===== config.mk =====
export PLATFORM = sky130hd
export DESIGN_NAME = jtframe_rom_sched
export DESIGN_NICKNAME = d
export VERILOG_FILES = /design/src/rtl/jtframe_rom_sched.sv
export SDC_FILE = /design/constraint.sdc
export NUM_CORES = 1
export LEC_CHECK = 0
export ABC_AREA = 1
export ABC_CLOCK_PERIOD_IN_PS = 4050
export CAP_MARGIN = 40
export CORE_ASPECT_RATIO = 1.4
export CORE_MARGIN = 10
export CORE_UTILIZATION = 55
export DETAILED_ROUTE_END_ITERATION = 10
export PLACE_DENSITY = 0.87
export SYNTH_ARGS = -nofsm -noshare
export SYNTH_HDL_FRONTEND = slang
export SYNTH_SLANG_ARGS = --single-unit

===== constraint.sdc =====
create_clock -name clk -period 4.05 [get_ports clk]
set_clock_uncertainty 0.2 [all_clocks]
set_input_delay 0.81 -clock clk [delete_from_list [all_inputs] [get_ports clk]]
set_output_delay 0.81 -clock clk [all_outputs]
set_load 0.005 [all_outputs]

===== src/rtl/jtframe_rom_sched.sv =====
// Round-robin scheduler sharing one SDRAM read port between SLOTS ROM clients,
// each slot backed by a single-word tagged cache; refresh is allowed only when idle.
module jtframe_rom_sched #(
    parameter int SLOTS = 4,
    parameter int AW    = 22,
    parameter int DW    = 32,
    parameter int TOUT  = 255
) (
    input  logic                clk,
    input  logic                rst,
    input  logic                downloading,
    input  logic [SLOTS-1:0]    slot_req,
    input  logic [SLOTS*AW-1:0] slot_addr,
    output logic [SLOTS-1:0]    slot_ok,
    output logic [SLOTS*DW-1:0] slot_dout,
    output logic                sdram_req,
    output logic [AW-1:0]       sdram_addr,
    input  logic                sdram_ack,
    input  logic                data_rdy,
    input  logic [DW-1:0]       data_read,
    output logic                refresh_en,
    output logic                timeout
);
    localparam int GW = $clog2(SLOTS);
    localparam int CW = $clog2(TOUT + 1);

    typedef enum logic [1:0] {IDLE, WAIT_ACK, WAIT_DATA} state_t;

    state_t         state;
    logic [SLOTS-1:0] valid, hit, miss;
    logic [AW-1:0]  tag [SLOTS];
    logic [GW-1:0]  ptr, gnt, sel, sel_next;
    logic [CW-1:0]  cnt;
    logic           any_miss, fill;

    always_comb begin
        hit  = '0;
        miss = '0;
        for (int unsigned i = 0; i < SLOTS; i++) begin
            hit[i]  = valid[i] && (tag[i] == slot_addr[i*AW +: AW]);
            miss[i] = slot_req[i] && !hit[i] && !downloading;
        end
    end

    assign slot_ok = slot_req & hit;

    // First missing slot at or after the round-robin pointer, wrapping.
    always_comb begin
        int unsigned idx;
        idx      = 0;
        sel      = '0;
        any_miss = 1'b0;
        for (int unsigned k = 0; k < SLOTS; k++) begin
            idx = 32'(ptr) + k;
            if (idx >= SLOTS)
                idx = idx - SLOTS;
            if (!any_miss && miss[idx[GW-1:0]]) begin
                any_miss = 1'b1;
                sel      = idx[GW-1:0];
            end
        end
    end

    assign sel_next   = (32'(sel) == SLOTS - 1) ? '0 : sel + 1'b1;
    assign fill       = data_rdy && ((state == WAIT_DATA) || (state == WAIT_ACK && sdram_ack));
    assign refresh_en = !rst && !downloading && (state == IDLE) && !any_miss;

    always_ff @(posedge clk) begin
        if (rst) begin
            state      <= IDLE;
            valid      <= '0;
            for (int unsigned i = 0; i < SLOTS; i++)
                tag[i] <= '0;
            ptr        <= '0;
            gnt        <= '0;
            cnt        <= '0;
            sdram_req  <= 1'b0;
            sdram_addr <= '0;
            slot_dout  <= '0;
            timeout    <= 1'b0;
        end else if (downloading) begin
            valid     <= '0;
            sdram_req <= 1'b0;
            state     <= IDLE;
        end else begin
            // Tag with the grant-time address so a client that moved on re-misses.
            if (fill) begin
                slot_dout[gnt*DW +: DW] <= data_read;
                tag[gnt]                <= sdram_addr;
                valid[gnt]              <= 1'b1;
            end
            case (state)
                IDLE: begin
                    if (any_miss) begin
                        gnt        <= sel;
                        sdram_addr <= slot_addr[sel*AW +: AW];
                        sdram_req  <= 1'b1;
                        ptr        <= sel_next;
                        state      <= WAIT_ACK;
                    end
                end
                WAIT_ACK: begin
                    if (sdram_ack) begin
                        sdram_req <= 1'b0;
                        cnt       <= '0;
                        state     <= data_rdy ? IDLE : WAIT_DATA;
                    end
                end
                WAIT_DATA: begin
                    if (data_rdy) begin
                        state <= IDLE;
                    end else if (cnt == CW'(TOUT - 1)) begin
                        timeout <= 1'b1;
                        state   <= IDLE;
                    end else begin
                        cnt <= cnt + 1'b1;
                    end
                end
                default: state <= IDLE;
            endcase
        end
    end
endmodule

==> summary.md <==
| Metric | Value |
|---|---|
| Outcome | completed |
| Vias in the first global route | 13500 |
| Final WS setup | around 0.12 ns |
| Worst Path Buf+Inv | 3 |
| GRT Total Usage | between 30% and 40% |
| Final wirelength | between 40000 and 50000 um |
| Post-CTS Setup Inserts | 0 |
| Max-slew headroom | 40.7% |
| Drc violations | 0 |
| Clock root cell | clkbuf_16 |
| Largest net degree at the start of global routing | 75 |
| Leakage | 7.50 nW |
| Yosys reg bits | between 200 and 300 |
| Power Density | between 500 and 600 nW/um^2 |
| Syn Area/Cell | between 7 and 8 sq um |
| DIE WIDTH | approximately 150 um |
| Max incr delay on CP | between 0.4 and 0.5 ns |
| Num CTS Buffers | 24 |
| Critical Path End Type | primary output |
| Via count | 13500 |
| CP arrival | roughly 2.9 ns |
| Buffers on Ports | approximately 290 |
| Worst Tran Pin Value | between 0.8 and 0.9 ns |
| Starting Density | between 50% and 60% |
| Dpl ws | -0.350 ns |
| Mapped Nets | 1906 |
| Commonest non-fill, non-tap cell in the layout | nand2_1 |
| Peak supply drop | 0.390 mV |
| Post-route ant nets | 0 |
| RSZ-0062 raised after global routing | false |
| Setup-failing EPs final | 0 |
| Final Hold Viols | 0 |
| Core Region | about 23000 sq um |
| Layout cells sized above 1 | approximately a tenth |
| Synth cell types | 36 |
| Cts hold-fix bufs | 0 |
| Die height | 200 um |
| Antenna Cells | 0 |
| DR pass1 iterations | 5 |
| Area Overhead vs Synth | 36.7% |
| Num ports | approximately 290 |
| Synth warn | 0 |
| CTS tree | done |
| Setup Crit Path Kind | in -> out |
| Fin util | between 70 and 80% |
| Power Total | approximately 9.0 mW |
| Max Clock Freq | ~0.25 GHz |
| Max Cap Violations | 0 |
| Slowest stage cell, crit path | clkdlybuf4s50_1 |
| Starting DRC count in detailed routing | about 1100 |
| GRT overflow | 0 |
| Min Clock Period, post-route | roughly 4 ns |
| Final Cycle Share | 97.0% |
| Seq/Total Area, Yosys | ~47% |
| Worst-path cell chain | clkdlybuf4s50_1 > inv_1 > nand2_1 > nand2_1 > nor2_1 > nand2_1 > nor2_2 > nand3_2 > nand3_2 > nand3_1 > nand2_2 > nand4_4 > nor4_2 > buf_2 |
| Data required, critical path | just over 3 ns |
| HP Class | reg -> reg |
| Clock latency on the worst-skew pair | 0.53 ns |
| Vias/cell | 5.58 |
| Top delay family on crit path | simple AND/OR/NAND/NOR gates |
| Die ar. | slightly below 30000 sq um |
| Rows | 65 |
| Slew Limit Fails | 0 |
| Mapped cell area | 12700 sq um |
| WL per Instance | 20.1 um |
| Clk buf depth | 3 |
| Initial antenna violation count | 0 |
| First-pass GRT wire length | 74300 um |
| Clock Sinks | between 200 and 300 |
| Count of nets after finishing | around 2200 |
| Fill cells | ~1700 |
| CP most frequent cell | nand2_1 |
| Commonest cells after routing, fill and taps aside | nand2_1 (451), clkdlybuf4s50_1 (281), inv_1 (225) |
| Post-Synthesis Cells | roughly 1800 |
| Clock transition at path regs | ~0.060 ns |
| Crit Path Max Fanout | 3 |
| Final hold slack | 0.263 ns |
| Element type at the critical path start | input port |
| Number of H-tree levels | 1 |
| GPL Wtd Cong | ~1 |
| DPL Wire Length | ~37000 um |
| Setup_tns | 0 ns |
## area by class of cell
type / count / area [sq um] / area share, %
Multi-Input combinational cell: 1153 / 5350 / 30.7
Inverter: 258 / 968 / 5.56
Clock inverter: 16 / 135 / 0.776
Timing Repair Buffer: 402 / 3900 / 22.4
Clock buffer: 28 / 637 / 3.66
Sequential cell: 258 / 6050 / 34.7
Tap cell: 301 / 377 / 2.16
## cells in the mapped netlist
cell type / n / area (sq um)
ha_1: 10 / 125
a211oi_1: 4 / 30.0
inv_1: 225 / 845
a31oi_1: 7 / 43.8
o41ai_1: 1 / 8.76
or4_1: 7 / 52.6
a21oi_1: 162 / 811
o21ai_1: 9 / 45.0
nand3_1: 178 / 891
nor2_1: 191 / 717
dfxtp_1: 170 / 3400
clkinv_1: 2 / 7.51
and3_1: 1 / 6.26
nand4_1: 65 / 407
nand4_2: 1 / 12.5
buf_1: 6 / 22.5
or3_1: 2 / 12.5
nand3_2: 5 / 50.1
edfxtp_1: 88 / 2640
o211a_1: 1 / 10.0
buf_6: 4 / 45.0
nand2_2: 4 / 25.0
xor2_1: 1 / 8.76
nor2_4: 1 / 11.3
xor2_2: 1 / 16.3
nor3_1: 2 / 10.0
inv_2: 31 / 116
and3b_1: 1 / 8.76
nor4_1: 2 / 12.5
o21ai_0: 31 / 155
buf_2: 27 / 135
xnor2_1: 10 / 87.6
nand2_1: 454 / 1700
nand2_4: 2 / 22.5
clkbuf_1: 59 / 221
buf_4: 2 / 15.0
## through the flow
stage / cells / area, sq um
floorplan: 1767 / 12700
global placement: 2369 / 16500
detailed placement: 2372 / 16600
CTS: 2416 / 17400
global route: 2416 / 17400
finish: 2416 / 17400
## registers in the layout (all words and copies together), names as in the netlist
signal      cells
slot_dout     128
timeout         1
valid           4
ptr             2
sdram_req       1
state           2
tag            88
sdram_addr     22
gnt             2
cnt             8
## final timing paths
check / endpoint / cells after the start / slack, ns / start
worst max-delay path: refresh_en / 14 / 0.12 / slot_addr[9]
worst max register to register: sdram_addr[11] / 21 / 0.86 / tag[2][6]
worst min register to register: slot_dout[57] / 2 / 0.26 / slot_dout[57]
worst min-delay path: slot_dout[57] / 2 / 0.26 / slot_dout[57]
## cell families after synthesis
logic type / Yosys count / synth area share [%]
XOR/XNOR: 12 / 0.884
AO/OA/AOI/OAI: 215 / 8.66
AND/OR/NAND/NOR: 916 / 31.0
flip-flops: 258 / 47.5
buffers and inverters: 356 / 11.1
adder cells (fa/ha/maj): 10 / 0.982
## repair_timing
item | in CTS | in global routing
setup endpoints to repair | 1 | 2
resized for setup | 9 | 11
pin swaps | 2 | 3
endpoints found under the hold margin | 0 | 0
## tightest hold or removal path, delay by kind of cell (launching register included)
family           cells  cell delay, ns
AO/OA/AOI/OAI        1            0.05
flip-flops           1            0.31
AND/OR/NAND/NOR      1            0.06
## metal layers
metal	track usage (%)	routed length (um)	vias up
met5	0	0	-
met4	19.4	3310	0
met3	8.77	4790	180
met2	55.7	23800	731
met1	33.2	16700	6240
li1	-	-	6329
## power by group
| group | switching (mW) | internal [mW] | leakage [nW] | total [mW] |
|---|---|---|---|---|
| logic | 2.36 | 1.42 | 4.85 | 3.78 |
| registers | 0.133 | 2.84 | 2.28 | 2.98 |
| clock network | 1.00 | 1.26 | 0.373 | 2.26 |
(Power assumes the default switching activity.)
